--- src/rtl/fpu_ss_pkg.sv ---
// Shared types for the FPU subsystem offload path: predecoder handshake,
// q/p channel bundles and the initiator FSM states.
package fpu_ss_pkg;

  localparam int unsigned NUM_RS = 3;

  typedef struct packed {
    logic [31:0] q_instr_data;
  } acc_prd_req_t;

  typedef struct packed {
    logic              p_accept;
    logic [1:0]        p_writeback;
    logic              p_is_mem_op;
    logic [NUM_RS-1:0] p_use_rs;
  } acc_prd_rsp_t;

  typedef enum logic [1:0] {IDLE, PRED, ISSUE} initiator_state_e;

  typedef struct packed {
    logic [31:0]             op;
    logic [NUM_RS-1:0][31:0] arg;
    logic [4:0]              id;
  } acc_req_t;

  typedef struct packed {
    logic [4:0]  id;
    logic [31:0] data;
  } acc_rsp_t;

endpackage

--- src/rtl/fpu_ss_scoreboard.sv ---
// Pending-writeback mask over the 32 integer registers plus an outstanding
// counter; a set and clear of the same register in one cycle leaves it set.
module fpu_ss_scoreboard #(
  parameter int unsigned MaxOutstanding = 4
) (
  input  logic       clk_i,
  input  logic       rst_i,
  input  logic       i_set,
  input  logic [4:0] i_set_rd,
  input  logic       i_clr,
  input  logic [4:0] i_clr_rd,
  input  logic [4:0] i_query_rd,
  output logic       o_pending,
  output logic       o_full,
  output logic       o_busy
);
  localparam int unsigned CntW = $clog2(MaxOutstanding + 1);

  logic [31:0]     r_mask, w_mask_nxt;
  logic [CntW-1:0] r_cnt, w_cnt_nxt;
  logic            w_set, w_clr;

  // Only responses for tracked registers retire a slot, so the count never underflows.
  always_comb begin
    w_set      = i_set & (i_set_rd != 5'd0);
    w_clr      = i_clr & r_mask[i_clr_rd];
    w_mask_nxt = r_mask;
    if (w_clr) w_mask_nxt[i_clr_rd] = 1'b0;
    if (w_set) w_mask_nxt[i_set_rd] = 1'b1;
    w_cnt_nxt  = r_cnt;
    if (w_set && !w_clr)      w_cnt_nxt = r_cnt + CntW'(1);
    else if (!w_set && w_clr) w_cnt_nxt = r_cnt - CntW'(1);
  end

  always_ff @(posedge clk_i or posedge rst_i) begin
    if (rst_i) begin
      r_mask <= '0;
      r_cnt  <= '0;
    end else begin
      r_mask <= w_mask_nxt;
      r_cnt  <= w_cnt_nxt;
    end
  end

  assign o_pending = r_mask[i_query_rd];
  assign o_full    = (r_cnt == CntW'(MaxOutstanding));
  assign o_busy    = |r_cnt;

endmodule

--- src/rtl/fpu_ss_offload_initiator.sv ---
// Core-side offload initiator: predecode, operand gather, request issue,
// and writeback return with register-level hazard tracking.
module fpu_ss_offload_initiator
  import fpu_ss_pkg::*;
#(
  parameter int unsigned NumRs          = 3,
  parameter int unsigned MaxOutstanding = 4
) (
  input  logic                   clk_i,
  input  logic                   rst_i,
  input  logic                   instr_valid_i,
  output logic                   instr_ready_o,
  input  logic [31:0]            instr_data_i,
  input  logic [NumRs-1:0][31:0] rs_i,
  input  logic [NumRs-1:0]       rs_valid_i,
  output acc_prd_req_t           prd_req_o,
  input  acc_prd_rsp_t           prd_rsp_i,
  output logic                   acc_qvalid_o,
  input  logic                   acc_qready_i,
  output logic [31:0]            acc_qdata_op_o,
  output logic [NumRs-1:0][31:0] acc_qdata_arg_o,
  output logic [4:0]             acc_qid_o,
  input  logic                   acc_pvalid_i,
  output logic                   acc_pready_o,
  input  logic [4:0]             acc_pid_i,
  input  logic [31:0]            acc_pdata_i,
  output logic                   wb_valid_o,
  output logic [4:0]             wb_rd_o,
  output logic [31:0]            wb_data_o,
  output logic                   illegal_o,
  output logic                   busy_o
);
  initiator_state_e r_state, w_state_nxt;
  acc_req_t         r_req;
  acc_prd_rsp_t     r_prd;
  acc_rsp_t         r_wb;
  logic             r_wb_valid, r_illegal, r_pready;
  logic             w_take, w_latch, w_illegal_nxt, w_rs_ok, w_hazard;
  logic             w_q_hs, w_p_hs, w_pending, w_full, w_sb_busy;
  logic [4:0]       w_rd;
  logic             w_unused;

  assign w_rd   = r_req.id;
  assign w_take = instr_valid_i & instr_ready_o;
  assign w_q_hs = acc_qvalid_o & acc_qready_i;
  assign w_p_hs = acc_pvalid_i & r_pready;

  always_comb begin
    w_rs_ok = 1'b1;
    for (int k = 0; k < NumRs; k++)
      if (prd_rsp_i.p_use_rs[k] && !rs_valid_i[k]) w_rs_ok = 1'b0;
  end

  assign w_hazard = ~w_rs_ok | w_full |
                    (prd_rsp_i.p_writeback[0] & (w_rd != 5'd0) & w_pending);

  always_ff @(posedge clk_i or posedge rst_i) begin
    if (rst_i) r_state <= IDLE;
    else       r_state <= w_state_nxt;
  end

  always_comb begin
    w_state_nxt   = r_state;
    instr_ready_o = 1'b0;
    acc_qvalid_o  = 1'b0;
    w_latch       = 1'b0;
    w_illegal_nxt = 1'b0;
    case (r_state)
      IDLE: begin
        instr_ready_o = 1'b1;
        if (instr_valid_i) w_state_nxt = PRED;
      end
      PRED: begin
        if (!prd_rsp_i.p_accept) begin
          w_illegal_nxt = 1'b1;
          w_state_nxt   = IDLE;
        end else if (!w_hazard) begin
          w_latch     = 1'b1;
          w_state_nxt = ISSUE;
        end
      end
      ISSUE: begin
        acc_qvalid_o = 1'b1;
        if (acc_qready_i) w_state_nxt = IDLE;
      end
      default: w_state_nxt = IDLE;
    endcase
  end

  always_ff @(posedge clk_i or posedge rst_i) begin
    if (rst_i) begin
      r_req      <= '0;
      r_prd      <= '0;
      r_wb       <= '0;
      r_wb_valid <= 1'b0;
      r_illegal  <= 1'b0;
      r_pready   <= 1'b0;
    end else begin
      r_pready   <= 1'b1;
      r_illegal  <= w_illegal_nxt;
      r_wb_valid <= w_p_hs;
      if (w_p_hs) r_wb <= '{id: acc_pid_i, data: acc_pdata_i};
      if (w_take) begin
        r_req.op <= instr_data_i;
        r_req.id <= instr_data_i[11:7];
      end
      // Unused operand slots go out as zero rather than stale register values.
      if (w_latch) begin
        r_prd <= prd_rsp_i;
        for (int k = 0; k < NumRs; k++)
          r_req.arg[k] <= prd_rsp_i.p_use_rs[k] ? rs_i[k] : 32'd0;
      end
    end
  end

  fpu_ss_scoreboard #(.MaxOutstanding(MaxOutstanding)) u_sb (
    .clk_i      (clk_i),
    .rst_i      (rst_i),
    .i_set      (w_q_hs & r_prd.p_writeback[0]),
    .i_set_rd   (w_rd),
    .i_clr      (w_p_hs),
    .i_clr_rd   (acc_pid_i),
    .i_query_rd (w_rd),
    .o_pending  (w_pending),
    .o_full     (w_full),
    .o_busy     (w_sb_busy)
  );

  assign prd_req_o.q_instr_data = r_req.op;
  assign acc_qdata_op_o  = r_req.op;
  assign acc_qdata_arg_o = r_req.arg;
  assign acc_qid_o       = r_req.id;
  assign acc_pready_o    = r_pready;
  assign wb_valid_o      = r_wb_valid;
  assign wb_rd_o         = r_wb.id;
  assign wb_data_o       = r_wb.data;
  assign illegal_o       = r_illegal;
  assign busy_o          = (r_state != IDLE) | w_sb_busy;

  // Mem-op flag and upper writeback bit are carried for downstream use only.
  assign w_unused = ^{r_prd.p_accept, r_prd.p_writeback[1], r_prd.p_is_mem_op, r_prd.p_use_rs};

endmodule

--- config.mk ---
export PLATFORM = sky130hd
export DESIGN_NAME = fpu_ss_offload_initiator
export DESIGN_NICKNAME = d
export VERILOG_FILES = /design/src/rtl/fpu_ss_pkg.sv /design/src/rtl/fpu_ss_scoreboard.sv /design/src/rtl/fpu_ss_offload_initiator.sv
export SDC_FILE = /design/constraint.sdc
export NUM_CORES = 1
export LEC_CHECK = 0
export CAP_MARGIN = 25
export CORE_MARGIN = 4
export CORE_UTILIZATION = 39
export DETAILED_ROUTE_END_ITERATION = 10
export HOLD_SLACK_MARGIN = 0.1
export PLACE_DENSITY = 0.79
export SLEW_MARGIN = 25
export SYNTH_ARGS = -nofsm -noshare
export SYNTH_HDL_FRONTEND = slang
export SYNTH_SLANG_ARGS = --single-unit
--- constraint.sdc ---
create_clock -name clk_i -period 6.7 [get_ports clk_i]
set_input_delay 1.34 -clock clk_i [delete_from_list [all_inputs] [get_ports clk_i]]
set_output_delay 1.34 -clock clk_i [all_outputs]
set_load 0.02 [all_outputs]
==> qor.yml, run 1 <==
finalCritPeriodShare_pct: 57.55
die_y_um: 162.9
rows: 56
cts_max_path_buffers: 3
path_cells: "clkdlybuf4s50_1 -> nor3b_1 -> a22oi_1 -> and4_1 -> nand2b_1 -> ha_1 -> inv_1 -> fa_1 -> mux2_2"
ctsHtreeMaxLevel: 1
syn_area_per_cell_um2: 12.15
clk_latency_ns: 0.50
hold_class: "flop to flop"
fin_nets: 1272
ys.flop_type: "dfrtp_1"
combPwrFrac_pct: 46.2
finalSetupViolations: 0
ff2ff_path_depth: 7
yosys.area.top_type_share_pct: 55.11
numCtsBuffers: 24
drc_errors: 0
dr_wl_met3_mm: 2.992
dieWidth_um: 162.9
path_class: "primary input to flop"
final_cell_area_mm2: 0.01391
wl_per_cell_um: 20.34
drt-met1-wl_mm: 11.13
setup_tns_ns: 0
ff2ff_setup_slack_ns: 3.67
antenna_found_initial: 2
crit_slowest_cell: "clkdlybuf4s50_1"
pre_cts_ws_ns: 1.794
io_buffers: 385
final_layout_size_suffix_gt1_share_pct: 12.91
grt_pass1_wl_mm: 44.37
drt-initial-drc-count: 703
cts_resized: 0
ios: 388
rsz0062_at_grt: "false"
fmax_ghz: 0.2593
ys_warn_count: 0
critPathArrivalTime_ns: 4.24
yosysSeqAreaShare_pct: 55.11
totalWireLength_mm: 29.07
power_frac_seq_pct: 32.9
yosys.area.top_type: "dfrtp_1"
clk_pin_slew_ns: 0.06
cts_sinks: 206
worst_pin_slew_ns: 0.8065
crit_fanout: 15
antenna_left: 0
syn-cell-area_mm2: 0.009354
vias_per_cell: 5.400
status: "finished clean"
finalClockSkew_ns: 0.01203
synth_nets: 952
sw_frac_of_total_pct: 37.50
power_mw: 6.005
finalWorstSetupSlack_ns: 2.844
async_reset_ff_share_pct: 100.0
holdWs_ns: 0.4858
synth_edf_count: 0
gp_congestion: 0.8259
vias: 7716
clockPowerShare_pct: 20.9
grt_pass1_vias: 7897
end_kind: "flop"
dpl.hpwl_mm: 20.03
r2r_start: "acc_qdata_op_o[7]"
top_layer_used: "met4"
slew_viol_final: 0
worstSetupStartpoint: "acc_pid_i[3]"
synthCells: 770
cts_setup_buffers: 0
start_util_pct: 39.73
min_path_cells: 1
required_ns: 7.09
core_mm2: 0.02354
drt-pass1-iter-count: 6
area_delta_synth_final_pct: 48.76
hold_end: "acc_qdata_arg_o[66]"
hold_violations: 0
ir_drop_v: 0.0002217
fin_util_pct: 59.10
p_leak_nw: 5.501
ys_types: 44
powerDensity_mw_per_mm2: 431.6
placed_area_mm2: 0.01308
finalNonFillerCells: 1429
grt_max_degree: 182
tritoncts: "yes"
grt.total_usage_pct: 20.71
finalWorstPathRequiredPeriod_ns: 3.856
maxCapViolations: 0
grt_overflow: 0
synth_area_leaders: "dfrtp_1 (55%), o2bb2ai_1 (9.0%), mux2_2 (8.3%)"
p_switching_mw: 2.252
worstSetupStartpointType: "primary input"
wl_met2_mm: 14.20
clockRootBuffer: "clkbuf_16"
ys_seq_elements: 206
postCtsHoldBufs: 0
r2r_end: "acc_qdata_arg_o[12]"
cpPeakStageDelay_ns: 0.85
internal_power_mw: 3.753
min_from: "acc_qdata_arg_o[66]"
die_area_mm2: 0.02653
placed_cells: 1381
slew_headroom_pct: 46.24
-- area by class of cell --
class                      count  area [um2]
inverter                       9       37.54
tap                          319       399.1
antenna                        2       5.005
multi-input combinational    451        3543
sequential                   206        5155
clock inverter                10       62.56
timing repair buffer         398        4003
clock buffer                  34       709.4
fill                        1941        9628
-- flip-flops by register name, summed over array words and instances, names as in the netlist --
register	count
acc_qdata_arg_o	96
acc_qdata_op_o	32
u_sb.r_mask	32
wb_data_o	32
wb_rd_o	5
u_sb.r_cnt	3
r_state	2
acc_pready_o	1
illegal_o	1
r_prd	1
wb_valid_o	1
-- cells in the mapped netlist, types with 6 or more instances --
cell type / number
mux4_2: 14
o21ai_0: 38
clkbuf_1: 44
o41ai_1: 6
buf_2: 7
nor2_1: 11
nand2_1: 28
mux2_2: 69
nand3_1: 107
buf_4: 38
a21o_1: 17
nor3b_1: 6
inv_1: 9
buf_6: 13
dfrtp_1: 206
o2bb2ai_1: 96
-- worst max path at each step --
stage,end,slack [ns]
finish,u_sb.r_cnt[1],2.84
CTS,u_sb.r_cnt[2],2.33
floorplan,acc_pready_o,2.69
global route,u_sb.r_cnt[2],2.63
global placement,u_sb.r_cnt[2],1.80
detailed placement,u_sb.r_cnt[2],1.79
-- routing by layer --
| layer | up-vias | global-route usage (%) |
|---|---|---|
| li1 | 3477 | - |
| met2 | 386 | 34.42 |
| met3 | 48 | 7.062 |
| met1 | 3805 | 25.82 |
| met5 | - | 0 |
| met4 | 0 | 5.986 |
-- cell usage in the layout (no fill, tap or decap), types with 6 or more instances in the layout --
master           count
mux4_2              14
clkinv_2             7
o21ai_0             38
nor2_1              10
nand2_1             28
buf_4                9
nand3_1            107
dfrtp_1            206
clkdlybuf4s50_1    384
o2bb2ai_1           96
clkbuf_16           25
mux2_2              69
nor3b_1              6
a21o_1              17
o41ai_1              6
inv_1                8
-- worst max-delay path, delay by kind of cell --
family | cells | cell delay (ns)
buf+inv | 2 | 0.92
compound gates | 1 | 0.15
mux | 1 | 0.27
fa+ha+maj | 2 | 0.61
simple gates | 3 | 0.95
-- power by group through the flow --
stage	Sequential (mW)	Combinational, mW	Clock (mW)
after floorplan	2.36	1.18	0
after global placement	1.97	2.73	0
after detailed placement	1.99	2.76	0
after CTS	1.98	2.77	1.29
after global routing	2.04	2.92	1.34
final	1.98	2.77	1.25
-- kinds of logic after synthesis --
kind of cell | Yosys count | share of synthesized area, %
xor gates and xnor gates | 3 | 0.2810
DFF | 206 | 55.11
AOI/OAI and AO/OA | 176 | 14.53
muxes | 85 | 12.24
other | 1 | 0.04009
buffers and inverters | 113 | 7.196
and+or+nand+nor | 184 | 10.26
adders and majority gates | 2 | 0.3478
(Power assumes the default switching activity.)
==> inputs of run 2 (changes only) <==
--- a/config.mk
+++ b/config.mk
@@ -7,10 +7,10 @@
 export LEC_CHECK = 0
 export CAP_MARGIN = 25
 export CORE_MARGIN = 4
-export CORE_UTILIZATION = 39
+export CORE_UTILIZATION = 43
 export DETAILED_ROUTE_END_ITERATION = 10
 export HOLD_SLACK_MARGIN = 0.1
-export PLACE_DENSITY = 0.79
+export PLACE_DENSITY = 0.82
 export SLEW_MARGIN = 25
 export SYNTH_ARGS = -nofsm -noshare
 export SYNTH_HDL_FRONTEND = slang
==> constraint.sdc (replaced) <==
create_clock -name clk_i -period 3.7 [get_ports clk_i]
set_input_delay 0.74 -clock clk_i [delete_from_list [all_inputs] [get_ports clk_i]]
set_output_delay 0.74 -clock clk_i [all_outputs]
set_load 0.02 [all_outputs]
==> qor.yml, run 2 (same netlist as run 1, synthesis figures left out) <==
status: "finished clean"
fmax_ghz: 0.3195
fin_nets: 1284  # +0.94%
cts_setup_buffers: 0  # unchanged
ff2ff_path_depth: 6  # -1
worst_pin_slew_ns: 0.7720  # -0.03449 ns
hold_class: "flop to flop"
clk_pin_slew_ns: 0.06  # about the same
antenna_found_initial: 1  # -1
maxCapViolations: 0  # unchanged
finalClockSkew_ns: 0.01219  # +0.0001654 ns
grt_pass1_vias: 8230  # +4.2%
final_common_cell: "clkdlybuf4s50_1"
final_cell_area_mm2: 0.01404  # +0.93%
r2r_start: "acc_qdata_op_o[7]"
clockRootBuffer: "clkbuf_16"
final_layout_size_suffix_gt1_share_pct: 14.02  # +1.1 points
crit_slowest_cell: "mux4_1"
cpMostUsedCell: "xor2_1"
r2r_end: "acc_qdata_arg_o[14]"
path_cells: "clkdlybuf4s50_1 -> buf_12 -> mux4_1 -> a22oi_1 -> and4_1 -> nand2b_1 -> ha_1 -> inv_1 -> fa_1 -> xor2_1 -> nor2_1 -> xor2_1"
slew_headroom_pct: 48.54  # +2.3 points
clk_latency_ns: 0.51  # about the same
drt-pass1-iter-count: 5  # -1
rsz0062_at_grt: "false"
p_leak_nw: 5.606  # +1.9%
path_class: "primary input to flop"
powerDensity_mw_per_mm2: 789.8  # +83%
placed_area_mm2: 0.01321  # +0.96%
die_y_um: 155.5  # -4.5%
gp_congestion: 0.9496  # +15%
start_util_pct: 44.08  # +4.3 points
setup_tns_ns: 0  # unchanged
postCtsHoldBufs: 0  # unchanged
cp.depth: 12  # +3
drc_errors: 0  # unchanged
drt-initial-drc-count: 587  # -17%
critPathArrivalTime_ns: 3.56  # -0.68 ns
grt_max_degree: 98  # -46%
area_delta_synth_final_pct: 50.13
wl_per_cell_um: 21.46  # +5.5%
cts_resized: 0  # unchanged
grt_pass1_wl_mm: 46.57  # +5.0%
required_ns: 4.13  # -2.96 ns
cpPeakStageDelay_ns: 0.56  # -0.29 ns
numCtsBuffers: 24  # unchanged
grt.total_usage_pct: 23.93  # +3.2 points
ctsHtreeMaxLevel: 1  # unchanged
core_mm2: 0.02122  # -9.9%
cts_max_path_buffers: 3  # unchanged
finalCritPeriodShare_pct: 84.58
ir_drop_v: 0.0005440  # +150%
finalSetupViolations: 0  # unchanged
ios: 388  # unchanged
min_path_cells: 1  # unchanged
tritoncts: "yes"
path_delay_family: "buffers and inverters"
min_from: "acc_qdata_arg_o[20]"
finalWorstPathRequiredPeriod_ns: 3.130
grt_overflow: 0  # unchanged
end_kind: "flop"
totalWireLength_mm: 29.96  # +3.0%
filler_cell_count: 1564  # -19%
ff2ff_setup_slack_ns: 0.88  # -2.79 ns
final_cell_mix: "clkdlybuf4s50_1 (385), dfrtp_1 (206), nand3_1 (107), o2bb2ai_1 (96), mux2_2 (69)"
vias: 7853  # +1.8%
antenna_left: 0  # unchanged
hold_violations: 0  # unchanged
crit_fanout: 19  # +4
cts_sinks: 206  # unchanged
vias_per_cell: 5.625  # +4.2%
dpl.hpwl_mm: 21.17  # +5.7%
largest_reg_flops: 96  # unchanged
crit_buf_inv: 3  # +1
slew_viol_final: 0  # unchanged
worstSetupStartpointType: "primary input"
io_buffers: 385  # unchanged
dieWidth_um: 155.5  # -4.5%
rows: 53  # -5.4%
die_area_mm2: 0.02418  # -8.9%
hold_end: "acc_qdata_arg_o[20]"
[run 2: changes by cell type in the layout (fill, tap and decap cells not counted), sizes merged]
cell / delta
buf: +11
bufinv: +3
clkbuf: -4
inv: -1
diode: -1
clkinv: +2
clkdlybuf4s50: +1
[run 2: worst max-delay path by stage]
stage                             from            end
after floorplan                  rst_i   acc_pready_o
after global placement    acc_pid_i[0]  u_sb.r_cnt[2]
after detailed placement  acc_pid_i[0]  u_sb.r_cnt[2]
after CTS                 acc_pid_i[0]  u_sb.r_cnt[2]
after global routing      acc_pid_i[0]  u_sb.r_cnt[2]
final                     acc_pid_i[0]  u_sb.r_cnt[2]
[run 2: stage by stage]
stage | utilization, % | hold WS, ns | std cells | power [mW] | setup WS [ns]
detailed placement | 62.25 | 0.4731 | 1351 | 8.665 | 0.03325
global route | 66.18 | 0.5037 | 1396 | 11.62 | 0.4132
finish | 66.18 | 0.4863 | 1396 | 11.09 | 0.5704
floorplan | - | 0.4602 | 770 | 6.411 | 0.2877
global placement | 62.25 | 0.4702 | 1351 | 8.574 | 0.04488
CTS | 66.17 | 0.4890 | 1395 | 11.19 | 0.5707
[run 2: layout make-up]
cell class | count | area (um2) | area share, %
flip-flops and latches | 206 | 5155 | 36.71
repair buffers | 410 | 4129 | 29.40
multi-input cells | 451 | 3543 | 25.23
clock buffers | 30 | 684.4 | 4.873
well taps | 275 | 344.1 | 2.450
clock inverters | 14 | 147.6 | 1.051
inverters | 9 | 37.54 | 0.2673
diodes | 1 | 2.502 | 0.01782
[run 2: where the power goes]
group,switching (mW),total (mW),internal (mW)
Combinational,2.56,5.04,2.48
Sequential,0.596,3.58,2.98
Clock,0.959,2.48,1.52
[run 2: layer usage]
| metal | GRT usage (%) | vias to the layer above | routed length (um) |
|---|---|---|---|
| met5 | 0 | - | 0 |
| met4 | 8.545 | 0 | 1125 |
| li1 | - | 3480 | - |
| met3 | 7.928 | 70 | 3001 |
| met2 | 39.86 | 424 | 14550 |
| met1 | 29.19 | 3879 | 11280 |
==> inputs of run 3 (changes only) <==
--- a/config.mk
+++ b/config.mk
@@ -7,10 +7,10 @@
 export LEC_CHECK = 0
 export CAP_MARGIN = 25
 export CORE_MARGIN = 4
-export CORE_UTILIZATION = 43
+export CORE_UTILIZATION = 39
 export DETAILED_ROUTE_END_ITERATION = 10
 export HOLD_SLACK_MARGIN = 0.1
-export PLACE_DENSITY = 0.82
+export PLACE_DENSITY = 0.79
 export SLEW_MARGIN = 25
 export SYNTH_ARGS = -nofsm -noshare
 export SYNTH_HDL_FRONTEND = slang
==> constraint.sdc (replaced) <==
create_clock -name clk_i -period 2.7 [get_ports clk_i]
set_input_delay 0.54 -clock clk_i [delete_from_list [all_inputs] [get_ports clk_i]]
set_output_delay 0.54 -clock clk_i [all_outputs]
set_load 0.02 [all_outputs]
==> qor.yml, run 3 (same netlist as run 1, synthesis figures left out) <==
core_mm2: 0.02354  # +11%
rows: 56  # +5.7%
required_ns: 2.16  # -1.97 ns
slew_headroom_pct: 59.42  # +11 points
finalNonFillerCells: 1459  # +4.5%
powerDensity_mw_per_mm2: 1064  # +35%
finalWorstSetupSlack_ns: 0.09415  # -0.4762 ns
largest_reg_flops: 96  # unchanged
tritoncts: "yes"
rsz0062_at_grt: "false"
multi_input_area_mm2: 0.003563  # +0.56%
grt_max_degree: 62  # -37%
clockPowerShare_pct: 21.6  # -0.7 points
fmax_ghz: 0.3838
slew_viol_final: 0  # unchanged
io_buffers: 385  # unchanged
p_leak_nw: 5.735  # +2.3%
vias_per_cell: 5.358  # -4.8%
start_util_pct: 39.73  # -4.3 points
drt-initial-drc-count: 516  # -12%
worst_pin_slew_ns: 0.6087  # -0.1633 ns
finalWorstPathRequiredPeriod_ns: 2.606
crit_slowest_cell: "dfrtp_1"
drc_errors: 0  # unchanged
clk_pin_slew_ns: 0.06  # about the same
combPwrFrac_pct: 46.5  # +1.1 points
clockRootBuffer: "clkbuf_16"
hold_class: "primary input to asynchronous set/reset pin"
ir_drop_v: 0.0006306  # +16%
final_common_cell: "clkdlybuf4s50_1"
grt_pass1_vias: 8145  # -1.0%
numCtsBuffers: 23  # -4.2%
maxCapViolations: 0  # unchanged
ios: 388  # unchanged
dieWidth_um: 162.9  # +4.7%
area_delta_synth_final_pct: 53.32
sw_frac_of_total_pct: 36.76  # -0.33 points
antenna_left: 0  # unchanged
dpl.hpwl_mm: 21.98  # +3.8%
critPathArrivalTime_ns: 2.07  # -1.49 ns
die_y_um: 162.9  # +4.7%
end_kind: "output port"
worstSetupStartpointType: "flop"
cpPeakStageDelay_ns: 0.73  # +0.17 ns
ctsHtreeMaxLevel: 1  # unchanged
finalSetupViolations: 0  # unchanged
gp_congestion: 0.8730  # -8.1%
crit_fanout: 13  # -6
grt.total_usage_pct: 21.73  # -2.2 points
totalWireLength_mm: 30.17  # +0.71%
status: "finished clean"
internal_power_mw: 9.651  # +38%
filler_cell_count: 1888  # +21%
vias: 7817  # -0.46%
grt_pass1_wl_mm: 46.58  # about the same
n_antenna_cell: 0  # -1
drt-pass1-iter-count: 5  # unchanged
setup_tns_ns: 0  # unchanged
fin_nets: 1306  # +1.7%
final_layout_size_suffix_gt1_share_pct: 15.88  # +1.9 points
power_frac_seq_pct: 31.9  # -0.4 points
final_cell_mix: "clkdlybuf4s50_1 (383), dfrtp_1 (206), nand3_1 (107), o2bb2ai_1 (96), mux2_2 (69)"
path_cells: "buf_4 -> clkdlybuf4s50_1"
p_switching_mw: 5.611  # +36%
ff_latch_area_mm2: 0.005155  # unchanged
pre_cts_ws_ns: -0.6313  # -0.6645 ns
placed_cells: 1416  # +4.8%
hold_violations: 0  # unchanged
antenna_found_initial: 0  # -1
clk_latency_ns: 0.50  # about the same
path_class: "flop to output port"
grt_overflow: 0  # unchanged
postCtsHoldBufs: 0  # unchanged
finalCritPeriodShare_pct: 96.51
finalClockSkew_ns: 0.01425  # +0.002058 ns
wl_per_cell_um: 20.68  # -3.6%
cts_max_path_buffers: 3  # unchanged
cts_sinks: 206  # unchanged
die_area_mm2: 0.02653  # +9.7%
-- run 3: cell count changes in the layout (fill, tap and decap cells not counted), moves of 2 or more --
cell,delta
clkdlybuf4s50_1,-2
clkinv_2,-7
clkbuf_16,-2
buf_12,+5
mux4_2,+2
buf_4,+17
clkbuf_8,+3
clkbuf_1,+3
mux4_1,-2
-- run 3: layout make-up --
type,count,share of cell area (%)
Sequential cell,206,35.94
Timing Repair Buffer,433,30.59
Multi-Input combinational cell,451,24.85
Clock buffer,34,4.790
Tap cell,319,2.783
Clock inverter,7,0.7852
Inverter,9,0.2617
-- run 3: power by group through the flow --
| stage | Sequential [mW] | Clock (mW) | Combinational (mW) |
|---|---|---|---|
| global placement | 4.85 | 0 | 7.07 |
| global route | 5.01 | 3.48 | 7.49 |
| detailed placement | 4.89 | 0 | 7.16 |
| finish | 4.86 | 3.30 | 7.10 |
| CTS | 4.87 | 3.36 | 7.19 |
| floorplan | 5.86 | 0 | 2.94 |
-- run 3: path summary, 6_finish.rpt --
path	start	end	slack, ns	depth (start not counted)
setup / recovery	acc_qdata_op_o[8]	acc_qdata_op_o[8]	0.09	2
hold / removal	rst_i	wb_data_o[13]	0.45	2
setup reg to reg	u_sb.r_mask[23]	u_sb.r_cnt[2]	0.20	10
hold reg to reg	acc_qdata_arg_o[46]	acc_qdata_arg_o[46]	0.49	1
max in group asynchronous	rst_i	acc_qdata_op_o[28]	1.56	3
min in group clk_i	acc_qdata_arg_o[46]	acc_qdata_arg_o[46]	0.49	1
-- run 3: metrics by stage --
stage | area (um2) | total power [mW] | hold WS, ns | utilization, %
final | 14340 | 15.26 | 0.4483 | 60.92
after global placement | 13500 | 11.92 | 0.4697 | 57.34
after CTS | 14340 | 15.43 | 0.4474 | 60.92
after global routing | 14340 | 15.98 | 0.4679 | 60.92
after floorplan | 9395 | 8.800 | 0.4602 | -
after detailed placement | 13500 | 12.05 | 0.4732 | 57.34
-- run 3: what timing repair did --
action / 4_1_cts / 5_1_grt
resized for setup: 2 / 3
setup buffers: 1 / 0
cloned: 1 / 0
hold endpoints to repair: 0 / 0
pin swaps: 1 / 0
setup endpoints to repair: 2 / 2
-- run 3: worst max-delay path: cells and delay by family, from the launching register on --
| family | cells | cell delay [ns] |
|---|---|---|
| buf+inv | 2 | 0.84 |
| flops | 1 | 0.73 |
-- run 3: layer usage --
layer	vias to the layer above	GRT usage [%]	routed length, um
met5	-	0	0
met4	0	7.015	1052
met3	73	6.125	2931
met2	422	35.94	14260
met1	3807	27.76	11930
li1	3515	-	-
